<file path="src/rtl/divider_pkg.sv">
// divider_pkg: shared width, state encoding and divide-by-zero quotient for divider_34b.
package divider_pkg;
   localparam int W = 34;
   localparam int CNT_W = $clog2(W);
   typedef enum logic [1:0] {IDLE = 2'b00, BUSY = 2'b01, DONE = 2'b10} state_t;
   localparam logic [W-1:0] DBZ_QUOT = '1;
endpackage

</file>
<file path="src/rtl/divider_34b_cu.sv">
// divider_34b_cu: FSM, iteration counter and handshake for the restoring divider.
module divider_34b_cu
   import divider_pkg::*;
(
   input  logic clk,
   input  logic rst,
   input  logic start,
   input  logic b_zero,
   output logic busy,
   output logic done,
   output logic load,
   output logic shift,
   output logic last
);
   state_t state;
   logic [CNT_W-1:0] cnt;
   assign load  = state == IDLE && start;
   assign shift = state == BUSY;
   assign last  = shift && cnt == CNT_W'(W - 1);
   always_ff @(posedge clk)
      if (rst) begin
         state <= IDLE;
         cnt   <= '0;
         busy  <= 1'b0;
         done  <= 1'b0;
      end else
         case (state)
            IDLE: if (start) begin
               state <= b_zero ? DONE : BUSY;
               cnt   <= '0;
               busy  <= 1'b1;
               done  <= b_zero;
            end
            BUSY: begin
               cnt <= cnt + 1'b1;
               if (last) begin
                  state <= DONE;
                  done  <= 1'b1;
               end
            end
            default: begin
               state <= IDLE;
               busy  <= 1'b0;
               done  <= 1'b0;
            end
         endcase
endmodule

</file>
<file path="src/rtl/divider_34b.sv">
// divider_34b: sequential 34-bit unsigned restoring divider, one quotient bit per clock.
// DIVIDER_34B_DBZ_EN adds the div_by_zero flag output.
module divider_34b
   import divider_pkg::*;
(
   input  logic         clk,
   input  logic         rst,
   input  logic         start,
   input  logic [W-1:0] a,
   input  logic [W-1:0] b,
   output logic         busy,
   output logic         done,
   output logic [W-1:0] q,
   output logic [W-1:0] r
`ifdef DIVIDER_34B_DBZ_EN
   ,output logic        div_by_zero
`endif
);
   logic load, shift, last, b_zero;
   logic [W:0] rem, rem_sh, diff, nrem;
   logic [W-1:0] qsh, dvs, nq;
   assign b_zero = b == '0;
   divider_34b_cu u_cu (
      .clk(clk), .rst(rst), .start(start), .b_zero(b_zero),
      .busy(busy), .done(done), .load(load), .shift(shift), .last(last)
   );
   // A borrow out of the W+1 bit subtraction means the divisor did not fit.
   assign rem_sh = {rem[W-1:0], qsh[W-1]};
   assign diff   = rem_sh - {1'b0, dvs};
   assign nrem   = diff[W] ? rem_sh : diff;
   assign nq     = {qsh[W-2:0], ~diff[W]};
   always_ff @(posedge clk)
      if (rst) begin
         rem <= '0;
         qsh <= '0;
         dvs <= '0;
         q   <= '0;
         r   <= '0;
      end else if (load) begin
         rem <= '0;
         qsh <= a;
         dvs <= b;
         if (b_zero) begin
            q <= DBZ_QUOT;
            r <= a;
         end
      end else if (shift) begin
         rem <= nrem;
         qsh <= nq;
         if (last) begin
            q <= nq;
            r <= nrem[W-1:0];
         end
      end
`ifdef DIVIDER_34B_DBZ_EN
   always_ff @(posedge clk)
      if (rst) div_by_zero <= 1'b0;
      else if (load) div_by_zero <= b_zero;
`endif
endmodule

</file>
<file path="config.mk">
export PLATFORM = sky130hd
export DESIGN_NAME = divider_34b
export DESIGN_NICKNAME = d
export VERILOG_FILES = /design/src/rtl/divider_pkg.sv /design/src/rtl/divider_34b_cu.sv /design/src/rtl/divider_34b.sv
export SDC_FILE = /design/constraint.sdc
export NUM_CORES = 1
export LEC_CHECK = 0
export CAP_MARGIN = 20
export CORE_AREA = 2 2 173 107
export DETAILED_ROUTE_END_ITERATION = 8
export DIE_AREA = 0 0 175 109
export PLACE_DENSITY = 0.89
export SYNTH_ARGS = -nofsm -noshare
export SYNTH_HDL_FRONTEND = slang
export SYNTH_HIERARCHICAL = 1
export SYNTH_SLANG_ARGS = --single-unit
</file>
<file path="constraint.sdc">
create_clock -name clk -period 3.8 [get_ports clk]
set_clock_uncertainty 0.15 [all_clocks]
set_input_delay 0.57 -clock clk [delete_from_list [all_inputs] [get_ports clk]]
set_output_delay 0.57 -clock clk [all_outputs]
set_load 0.05 [all_outputs]
</file>
==> results.toml <==
[outcome]
outcome = "finished, final reports clean"

[critical_path]
path_class = "in2reg"
cpMaxStageDelayCell = "nor4_1"
startpoint_type = "input pin"
buffer_and_inverter_count_on_the_worst_path = 3
critPathMaxFanout = 18
cp_data_required_time_ps = 3920
cp_max_stage_delay_ps = 840
cp_cell_sequence = "clkdlybuf4s50_1, nor4_1, nand4_1, nor3_1, buf_4, a21oi_2, buf_12, nand2_1, nand2_1, a211oi_1, a311oi_1"
cp_data_arrival_time_ps = 3690
critPathCaptureType = "flop"
critical-path-top-cell-by-count = "nand2_1"
cp_top_family = "simple AND/OR/NAND/NOR gates"

[grt]
grt_max_degree = 91
grtUsageMet3_pct = 12.3
globalRoute.busiestLayer = "met2"
grt_overflow = 0
wire_length_of_the_first_global_routing_pass_mm = 46.4
number_of_antenna_violations_at_the_first_check_in_global_routing = 1
grt_util_met2_pct = 44.7
via_count_of_the_first_global_routing_pass = 8512
groute.layer.met1.usage_pct = 44.4
grt_usage_pct = 31.5

[sta]
worst_tran_pin_value_ps = 1020
rsz_0062_raised_after_global_routing = "no"
layout_min_cycle_time_ps = 3570
fmaxAchievable_mhz = 280
timing.final.crit_share_pct = 94.0
timing.slew.headroom_pct = 31.8
timing_hold_violations_final = 0
final-max-slew-violation-count = 0
setup_viol = 0
fin_setup_tns_ps = 0

[synth]
mappedNetlistArea_um2 = 9530
yosysTopAreaCell = "dfxtp_1"
synth-seq-cells = 179
post_synth.cell_area_avg_um2 = 8.02
synthTopCellsByCount = "262 x nor2_1, 179 x dfxtp_1, 112 x a21oi_1"
synth_compound_area_share_pct = 18.9
synth_flop_cell = "dfxtp_1"
synth-seq-area-share_pct = 37.6
syn_inst = 1188
post-synth-top-count-cell = "nor2_1"
synth_cell_type_count = 68
async_reset_ff_share_pct = 0
ys.warnings.count = 6
muxShareOfSynthArea_pct = 9.92
synth_xor_area_share_pct = 2.67
synth_top_cells_by_area = "dfxtp_1 38%, nor2_1 10%, mux2i_1 9.6%, a21oi_1 5.9%, ha_1 4.7%"
synth_top_family_by_area = "simple AND/OR/NAND/NOR gates"
post_synthesis_simple_gate_area_fraction_pct = 20.9
number_of_enable_flip_flop_cells_after_synthesis = 0
synth-adder-area-share_pct = 4.94
synth.net_count = 1296
yosysTopAreaCellShare_pct = 37.6

[cts]
cts_inserted_buffers = 17
cts-resized-gates = 0
clk-insertion-delay-late_ps = 440
cts_max_path_buffers = 2
postCtsHoldBufs = 0
clock_root_cell = "clkbuf_16"
clock_tree_from_tritoncts = "built"
h-tree-depth = 4
cts.repair_timing.setup_buffer_count = 0
clkSlewWorstSetupHoldPaths_ps = 70
cts_sinks = 179

[job]
max_cap_viol_count = 0

[placement]
dpl.hpwl_mm = 22.2
dp.cells = 1517
globalplace.congestion = 0.951
numPortBuffers = 140

[floorplan]
die-area_um2 = 19100
die_w_um = 175
placeableCoreArea_um2 = 17600
io_pins = 141
initial_core_util_pct = 54.0
placementRows = 38
die_y_um = 109

[detailed_routing]
vias = 9464
detail_route.drc_violations = 0
post_drt_wl_per_cell_um = 19.6
drt_wl_total_mm = 30.4
viasPerCell = 6.11
first_iter_violations = 1369
number_of_detailed_routing_iterations_run_before_antenna_repair = 7
postRouteAntennaNets = 0

[power]
power.ir.vdd_worst_mv = 0.332
pwr_density_cell_nw_per_um2 = 465
static-leakage-power_nw = 4.62
post-layout-total-power_w = 0.00547

[worst_hold_path]
min-delay-path-class = "reg2reg"

[finish]
insertedDiodeCount = 0
flow.area_growth_from_synthesis_pct = 23.4
drive_gt1_share_pct = 6.65
fin_cells = 1549
layout.nets = 1404
finalCoreUtilization_pct = 66.6
final.fill_count = 1380
==> state kept, by name, summed over array words and instances, names as in the netlist <==
| signal | flops |
|---|---|
| dvs | 34 |
| q | 34 |
| qsh | 34 |
| r | 34 |
| rem | 34 |
| u_cu/busy | 1 |
| u_cu/cnt | 6 |
| u_cu/state | 2 |
==> per-stage QoR <==
stage	hold slack, ps	worst slack, ps	area, um^2
floorplan	306	871	9530
global placement	323	143	11100
detailed placement	331	47.2	11100
CTS	347	443	11800
global route	367	163	11800
finish	345	229	11800
==> worst paths after layout <==
check,endpoint,slack (ps),startpoint,depth (start not counted)
max,r[21],230,b[24],11
min,q[14],350,q[14],2
max reg2reg,r[22],400,qsh[33],14
min reg2reg,q[14],350,q[14],2
==> layer usage <==
layer	routed length, um	part of all wire [%]
met1	13200	43
met2	12100	40
met3	4360	14
met4	699	2.3
met5	13	0.043
==> worst min-delay path, cell delays in order, from the launching register on <==
cell     delay [ps]
dfxtp_1         310
nor2_1           90
nor3_1           50
==> power breakdown <==
part	leakage [nW]	internal (W)	switching (W)
Clock	0.290	0.000961	0.000860
Combinational	2.87	0.000634	0.000985
Sequential	1.46	0.00195	0.0000783
Total	4.62	0.00355	0.00192
==> layout make-up <==
cell class                 instances  area, um^2  area share, %
clock inverter                    13         165           1.41
sequential                       179        3580           30.5
clock buffer                      19         443           3.77
tap                              240         300           2.55
inverter                          47         178           1.51
timing repair buffer             164        1620           13.8
multi-input combinational        887        5470           46.5
==> cell usage in the layout, fill, tap and decap left out, types with 4 or more instances in the layout <==
master           netlist  routed
mux2i_1               91      91
o21a_1                 6       6
and2_1                 6       6
nand4_1               12      12
ha_1                  36      36
a31oi_1               11      11
nand3_1               21      21
a41oi_1                4       4
and3_1                 6       6
clkdlybuf4s50_1        0     139
o21ai_0               26      26
o22a_1                18      18
a311oi_1               5       5
nand3b_1               5       5
a21oi_1              112     111
xor2_1                16      16
a31o_2                 4       4
or2_2                  5       5
a21o_1                15      15
o21bai_1               6       6
clkbuf_16              0      17
o211ai_1               7       7
inv_1                 47      46
inv_8                  0       4
buf_4                  2      22
a211oi_1              24      24
nand2_1               56      55
dfxtp_1              179     179
nor4_1                 9       9
nor2_1               262     262
o21ai_1                8       8
nor3_1                45      45
xnor2_1               13      13
==> kinds of logic (layout without fill, tap and decap cells) <==
kind of cell               count (synthesis)  count (layout)
DFF                                      179             179
muxes                                     94              94
AOI/OAI and AO/OA                        278             278
adders and majority gates                 37              37
buffers and inverters                    122             243
and+or+nand+nor                          449             449
xor gates and xnor gates                  29              29
Note: power is estimated with default switching activity, not from simulation.
